==> src/rtl/hazard_scoreboard.sv <==
// hazard_scoreboard: pipeline hazard tracker for the D stage.
// Holds {valid, dst, tnew} for slots 1 (E) .. DEPTH (W) and a multiply/divide
// busy counter. Stall outputs are combinational from the slots, the counter and
// the D-stage inputs.
// Build option: define HAZARD_FORWARD_EN to stall only while the producer's
// result is not yet forwardable (Tuse < Tnew). Without it, any register match
// in slots 1..DEPTH-1 stalls, and slot DEPTH is covered by register-file
// write-through.
module hazard_scoreboard #(
  parameter int REG_AW   = 5,
  parameter int DEPTH    = 3,
  parameter int TW       = 3,
  parameter int MULT_LAT = 5,
  parameter int DIV_LAT  = 10
) (
  input  logic              clk,
  input  logic              reset,
  input  logic              flush,
  input  logic              d_valid,
  input  logic [REG_AW-1:0] d_rs,
  input  logic [REG_AW-1:0] d_rt,
  input  logic [TW-1:0]     d_tuse_rs,
  input  logic [TW-1:0]     d_tuse_rt,
  input  logic [REG_AW-1:0] d_wdst,
  input  logic [TW-1:0]     d_tnew,
  input  logic              d_md_start,
  input  logic              d_md_div,
  input  logic              d_md_use,
  output logic              stall,
  output logic              stall_rs,
  output logic              stall_rt,
  output logic              stall_md,
  output logic              md_busy
);

  localparam int MAXLAT = (MULT_LAT > DIV_LAT) ? MULT_LAT : DIV_LAT;
  localparam int CW     = $clog2(MAXLAT + 1);
  localparam logic [TW-1:0] NOTUSE  = '1;
  localparam logic [CW-1:0] MULT_LD = CW'(MULT_LAT);
  localparam logic [CW-1:0] DIV_LD  = CW'(DIV_LAT);

  logic              valid_q [1:DEPTH];
  logic              valid_d [1:DEPTH];
  logic [REG_AW-1:0] dst_q   [1:DEPTH];
  logic [REG_AW-1:0] dst_d   [1:DEPTH];
  logic [TW-1:0]     tnew_q  [1:DEPTH];
  logic [TW-1:0]     tnew_d  [1:DEPTH];
  logic [CW-1:0]     cnt_q, cnt_d;
  logic              hit_rs, hit_rt;

  // Source-vs-slot match; the stall rule depends on the forwarding build.
  always_comb begin
    hit_rs = 1'b0;
    hit_rt = 1'b0;
    for (int k = 1; k <= DEPTH; k++) begin
      if (valid_q[k] && (dst_q[k] != '0)) begin
`ifdef HAZARD_FORWARD_EN
        if ((dst_q[k] == d_rs) && (d_tuse_rs != NOTUSE) && (d_tuse_rs < tnew_q[k]))
          hit_rs = 1'b1;
        if ((dst_q[k] == d_rt) && (d_tuse_rt != NOTUSE) && (d_tuse_rt < tnew_q[k]))
          hit_rt = 1'b1;
`else
        if ((k < DEPTH) && (dst_q[k] == d_rs) && (d_tuse_rs != NOTUSE))
          hit_rs = 1'b1;
        if ((k < DEPTH) && (dst_q[k] == d_rt) && (d_tuse_rt != NOTUSE))
          hit_rt = 1'b1;
`endif
      end
    end
  end

  // Stall outputs; nothing stalls unless D holds a valid instruction.
  always_comb begin
    stall_rs = d_valid & hit_rs;
    stall_rt = d_valid & hit_rt;
    md_busy  = (cnt_q != '0);
    stall_md = d_valid & d_md_use & md_busy;
    stall    = stall_rs | stall_rt | stall_md;
  end

  // Next slot contents: shift toward W with saturating tnew, load or bubble slot 1.
  always_comb begin
    for (int k = 1; k <= DEPTH; k++) begin
      valid_d[k] = 1'b0;
      dst_d[k]   = '0;
      tnew_d[k]  = '0;
    end
    if (!stall) begin
      valid_d[1] = d_valid;
      dst_d[1]   = d_wdst;
      tnew_d[1]  = d_tnew;
    end
    for (int k = 2; k <= DEPTH; k++) begin
      valid_d[k] = valid_q[k-1];
      dst_d[k]   = dst_q[k-1];
      tnew_d[k]  = (tnew_q[k-1] != '0) ? tnew_q[k-1] - 1'b1 : '0;
    end
    // A flush empties the whole window, including the incoming D instruction.
    if (flush) begin
      for (int k = 1; k <= DEPTH; k++) begin
        valid_d[k] = 1'b0;
        dst_d[k]   = '0;
        tnew_d[k]  = '0;
      end
    end
  end

  // MDU busy counter: load on an accepted, unflushed start, else count down to 0.
  always_comb begin
    cnt_d = (cnt_q != '0) ? cnt_q - 1'b1 : '0;
    if (d_md_start && d_valid && !stall && !flush)
      cnt_d = d_md_div ? DIV_LD : MULT_LD;
  end

  // Slot and counter registers.
  always_ff @(posedge clk or negedge reset) begin
    if (!reset) begin
      for (int k = 1; k <= DEPTH; k++) begin
        valid_q[k] <= 1'b0;
        dst_q[k]   <= '0;
        tnew_q[k]  <= '0;
      end
      cnt_q <= '0;
    end else begin
      for (int k = 1; k <= DEPTH; k++) begin
        valid_q[k] <= valid_d[k];
        dst_q[k]   <= dst_d[k];
        tnew_q[k]  <= tnew_d[k];
      end
      cnt_q <= cnt_d;
    end
  end

endmodule

==> config.mk <==
export PLATFORM = sky130hd
export DESIGN_NAME = hazard_scoreboard
export DESIGN_NICKNAME = d
export VERILOG_FILES = /design/src/rtl/hazard_scoreboard.sv
export SDC_FILE = /design/constraint.sdc
export NUM_CORES = 1
export LEC_CHECK = 0
export BUFFER_PORTS_ARGS = -buffer_cell sky130_fd_sc_hd__buf_2
export CAP_MARGIN = 15
export CORE_MARGIN = 5
export CORE_UTILIZATION = 25
export DETAILED_ROUTE_END_ITERATION = 8
export PLACE_DENSITY_LB_ADDON = 0.08
export SLEW_MARGIN = 20
export SYNTH_ARGS = -nofsm -noshare
export SYNTH_HDL_FRONTEND = slang
export SYNTH_SLANG_ARGS = --single-unit
export TNS_END_PERCENT = 5
==> constraint.sdc <==
create_clock -name clk -period 3.07 [get_ports clk]
set_input_delay 0.921 -clock clk [delete_from_list [all_inputs] [get_ports clk]]
set_output_delay 0.921 -clock clk [all_outputs]
set_load 0.03 [all_outputs]
# == After elaboration in Yosys (flattened, before gate mapping) ==
# Index checks and enable logic that the tools add are counted.
# op_classes
addsub,1
n_eq_ne,6
n_mux,15
n_bitwise,6
n_reduce_logical,14
# ops
operator,n
$eq 5x5->1,4
$mux 15,1
$mux 4,3
$reduce_bool 5->1,2
$logic_and 1x1->1,9
$mux 1,9
$ne 3x3->1 const B,2
$mux 5,1
$and 1x1->1,4
$reduce_bool 4->1,1
$sub 4x1->4 const B,1
$mux 3,1
$logic_not 1->1,2
$or 1x1->1,2
# totals
regBits,16
inputBits,31
output_inout_bits,5
word_cells,47

# == Logic depth before layout (Yosys ltp) ==
# logic_depth
ltp_word,13
ltp_mapped,7

# == Least setup slack after synthesis ==
# No wires, ideal clock.
# synth_path
kind,input-to-output
start,in d_rt[3]
end,out stall
arrival_ns,2.057
required_ns,2.149
path_slack_ns,0.092
cell_stages,6
n_path_buf,0
cell_sequence,xnor2_1 -> nand4_1 -> nor4_1 -> a21oi_2 -> a21boi_1 -> or2_2
# synth_between
elab_chain_len,9
# synth_rtl
item,line,text
start: declaration,21,"input logic [REG_AW-1:0] d_rt,"
$eq 5x5->1,65,if ((k < DEPTH) && (dst_q[k] == d_rt) && (d_tuse_rt != NOTUSE))
$logic_and 1x1->1,65,
$mux 1,65,
$mux 1,56,if (valid_q[k] && (dst_q[k] != '0)) begin
$mux 1,65,
$mux 1 *,56,
$and 1x1->1 *,75,stall_rt = d_valid & hit_rt;
$or 1x1->1 * (2 in series),78,stall = stall_rs | stall_rt | stall_md;
end: declaration,29,"output logic stall,"
# Every way passes the cells marked *; elsewhere a longest branch is shown, timed or not.

# == Final worst setup path ==
# layout_path
start,in d_rt[3]
end,out stall_rt
# layout_between
elab_chain_len,7
# layout_rtl
item,line,text
$eq 5x5->1,65,
$logic_and 1x1->1,65,
$mux 1,65,
$mux 1,56,
$mux 1,65,
$mux 1 *,56,
$and 1x1->1 *,75,
end: declaration,31,"output logic stall_rt,"
# Marks and branches as above.

==> results.tsv <==
stage	metric	value	unit
logic_synthesis	Gate Count Post-Synth	87	
clock_tree	number of CTS-inserted buffers	3	
timing	Final Max Tran Viols	0	
global_route	initial antenna violation count	0	
global_route	gr usage total	10.1	%
clock_tree	CTS Root Cell	clkbuf_8	
timing	final hold viol count	0	
power_and_ir_drop	PD cells	498	mW/mm^2
timing	unrepaired setup endpoints after global routing	yes	
timing	Slew @ Worst Pin	362	ps
floorplan	total I/O pin count	36	
global_route	number of global-route vias before repair	908	
min_path	Hold WC Path Type	flop to flop	
logic_synthesis	dominant cells by area after synthesis	dfrtp_1 41%, xnor2_1 11%, xor2_1 7.2%, nor4b_1 5.4%, nor2b_1 5.2%	
route	drt total wl	2.34	mm
logic_synthesis	register area share after synthesis	41.3	%
clock_tree	Longest Clk Path Bufs	2	
placement	placed cell count	168	
placement	Placer Congestion	0.787	
clock_tree	CTS sink count	16	
logic_synthesis	Synth Register Bits	16	
cells_and_area	share of cells above drive strength 1	52.3	%
power_and_ir_drop	IR drop worst, VDD	164	uV
logic_synthesis	yosys warns	0	
worst_setup_path	R2R depth	8	
route	post-route ant nets	0	
route	Detailed Routing Iterations Pass 1	2	
power_and_ir_drop	Leak	0.643	nW
worst_setup_path	critical path data required time	2150	ps
floorplan	Starting Density	26.1	%
clock_tree	clock slew at the register clock pins of the worst setup and hold paths	60	ps
global_route	first-pass GRT wire length	4.13	mm
logic_synthesis	synth unique cells	30	
worst_setup_path	CP endpoint	stall_rt	
logic_synthesis	ys async rst share	100	%
timing	Worst Clk Skew	1.95	ps
logic_synthesis	area leader, netlist	dfrtp_1	
worst_setup_path	startpoint types	primary input	
global_route	largest net degree at the start of global routing	17	
placement	Detailed Place HPWL	1.81	mm
cells_and_area	Area growth, synth to finish	46.1	%
worst_setup_path	arrival time worst endpoint	2120	ps
worst_setup_path	Critical path origin	d_rt[3]	
logic_synthesis	Syn Std Cell Area	968	um^2
cells_and_area	Fillers	374	
timing	post-route setup slack	32.0	ps
clock_tree	clock insertion delay at the later pin of the skew report	240	ps
clock_tree	Post-CTS Hold Fix Bufs	0	
worst_setup_path	maximum fanout along the worst path	2	
route	Wirelength per Cell	13.2	um
floorplan	# rows	22	
clock_tree	CTS tree	yes	
floorplan	Die ar.	0.00522	mm^2
placement	Placed Area	0.00120	mm^2
floorplan	die height	72.2	um
logic_synthesis	top_reg_cell synth	dfrtp_1	
timing	# setup viols final	0	
placement	Place WS	-56.1	ps
route	DRC	0	
cells_and_area	Final Instance Area	0.00142	mm^2
global_route	GR Overflow Total	0	
logic_synthesis	share of the synthesized area in the top cell type	41.3	%
worst_setup_path	r2r setup slk	950	ps
worst_setup_path	RR Endpoint	cnt_q[1]	
placement	I/O Buffers	32	
power_and_ir_drop	Power Total	0.705	mW
logic_synthesis	most frequent cells after synthesis	16 x dfrtp_1, 12 x xnor2_1, 8 x nor2b_1, 8 x xor2_1, 6 x nor4b_1	
route	via count	794	
cells_and_area	antenna fix cells	0	
route	vias per cell	4.46	
cells_and_area	Non-Filler Instances	178	
outcome	status	finished, final reports clean	
worst_setup_path	Setup crit end kind	output pin	
logic_synthesis	average size of a mapped cell	11.1	um^2
worst_setup_path	worst r2r src	dst_q[7]	
clock_tree	Max H-tree Level	1	
logic_synthesis	Net Count, Synth	118	
worst_setup_path	WS Path Type	primary input to output pin	
floorplan	Die Wd	72.2	um
timing	Slew HR	75.9	%
timing	post-layout min period	3040	ps
logic_synthesis	count leader, synth	dfrtp_1	
route	Starting DRT DRC Count	13	
timing	fmax	0.329	GHz
timing	final worst-path cycle share	99.0	%
flow_run	max cap viols	0	
cells_and_area	final net count	163	
floorplan	core area	0.00372	mm^2
logic_synthesis	number of synthesized flops with an enable pin	0	
-- worst min path at each step --
stage                     from         end  cells past startpoint
global route        valid_q[2]  valid_q[1]                      1
global placement    valid_q[2]  valid_q[1]                      1
floorplan           valid_q[2]  valid_q[1]                      1
detailed placement  valid_q[2]  valid_q[1]                      1
finish              valid_q[2]  valid_q[1]                      1
CTS                 valid_q[2]  valid_q[1]                      1
-- metrics by stage --
stage	hold WS, ps	TNS (ps)	utilization (%)
global placement	489	-69.6	32.2
global route	540	-130	38.1
detailed placement	492	-56.1	32.2
CTS	506	-7.79	35.5
floorplan	465	0	-
finish	498	0	38.1
-- sequential cells by signal (all words and copies together) (netlist names) --
name / count
cnt_q: 4
valid_q: 2
dst_q: 10
-- critical path, cell delays in order --
cell and delay, ps:
buf_6 100, xnor2_2 150, nand4_1 120, nor4_2 320, a21oi_2 90, buf_4 150
nor2b_1 100, buf_4 170
-- cell type report --
cell class / count / area [um^2] / share of cell area [%]
repair buffers: 42 / 275 / 19.5
flip-flops and latches: 16 / 402 / 28.4
well taps: 48 / 60.1 / 4.24
multi-input cells: 69 / 637 / 45.0
clock buffers: 3 / 41.3 / 2.92
-- placed cells by master (no fill, tap or decap), types with 2 or more instances in the layout --
master | synthesis | layout
nand3_1 | 2 | 2
nor4b_1 | 6 | 6
nor4_2 | 0 | 2
dfrtp_1 | 16 | 15
clkbuf_8 | 0 | 3
a21oi_2 | 2 | 2
buf_2 | 0 | 25
nor2b_1 | 8 | 7
buf_4 | 0 | 11
xor2_1 | 8 | 8
xnor2_2 | 0 | 5
mux2i_1 | 2 | 2
mux2_4 | 2 | 2
or2_4 | 1 | 2
o21a_1 | 2 | 2
xnor2_1 | 12 | 7
buf_6 | 1 | 6
nand4_1 | 4 | 4
nand2_1 | 2 | 2
-- logic make-up (layout without fill, tap and decap cells) --
group / Yosys count / in the layout / share of synthesized area (%)
AND/OR/NAND/NOR: 37 / 37 / 28.2
XOR/XNOR: 20 / 20 / 18.1
AO/OA/AOI/OAI: 8 / 8 / 5.68
flip-flops: 16 / 16 / 41.3
buffers and inverters: 2 / 45 / 1.55
multiplexers: 4 / 4 / 5.17
-- per-layer routing --
metal / up-vias / track usage (%) / share of wire, %
li1: 398 / - / -
met3: 2 / 2.35 / 6.2
met2: 21 / 15.0 / 45
met5: - / 0 / 0
met1: 373 / 13.7 / 48
met4: 0 / 5.01 / 1.1
-- where the power goes --
group	internal (mW)	total [mW]	switching, mW	leakage, nW
combinational	0.145	0.276	0.131	0.412
clock	0.0867	0.151	0.0640	0.0216
sequential	0.246	0.278	0.0324	0.210
total	0.478	0.705	0.228	0.643
-- timing repair --
item / in CTS / in global routing
buffers inserted: 5 / 3
gates cloned: 0 / 0
pin swaps: 2 / 10
endpoints found under the setup margin: 1 / 3
resized for setup: 10 / 19
Power figures use the tool's default switching activity.
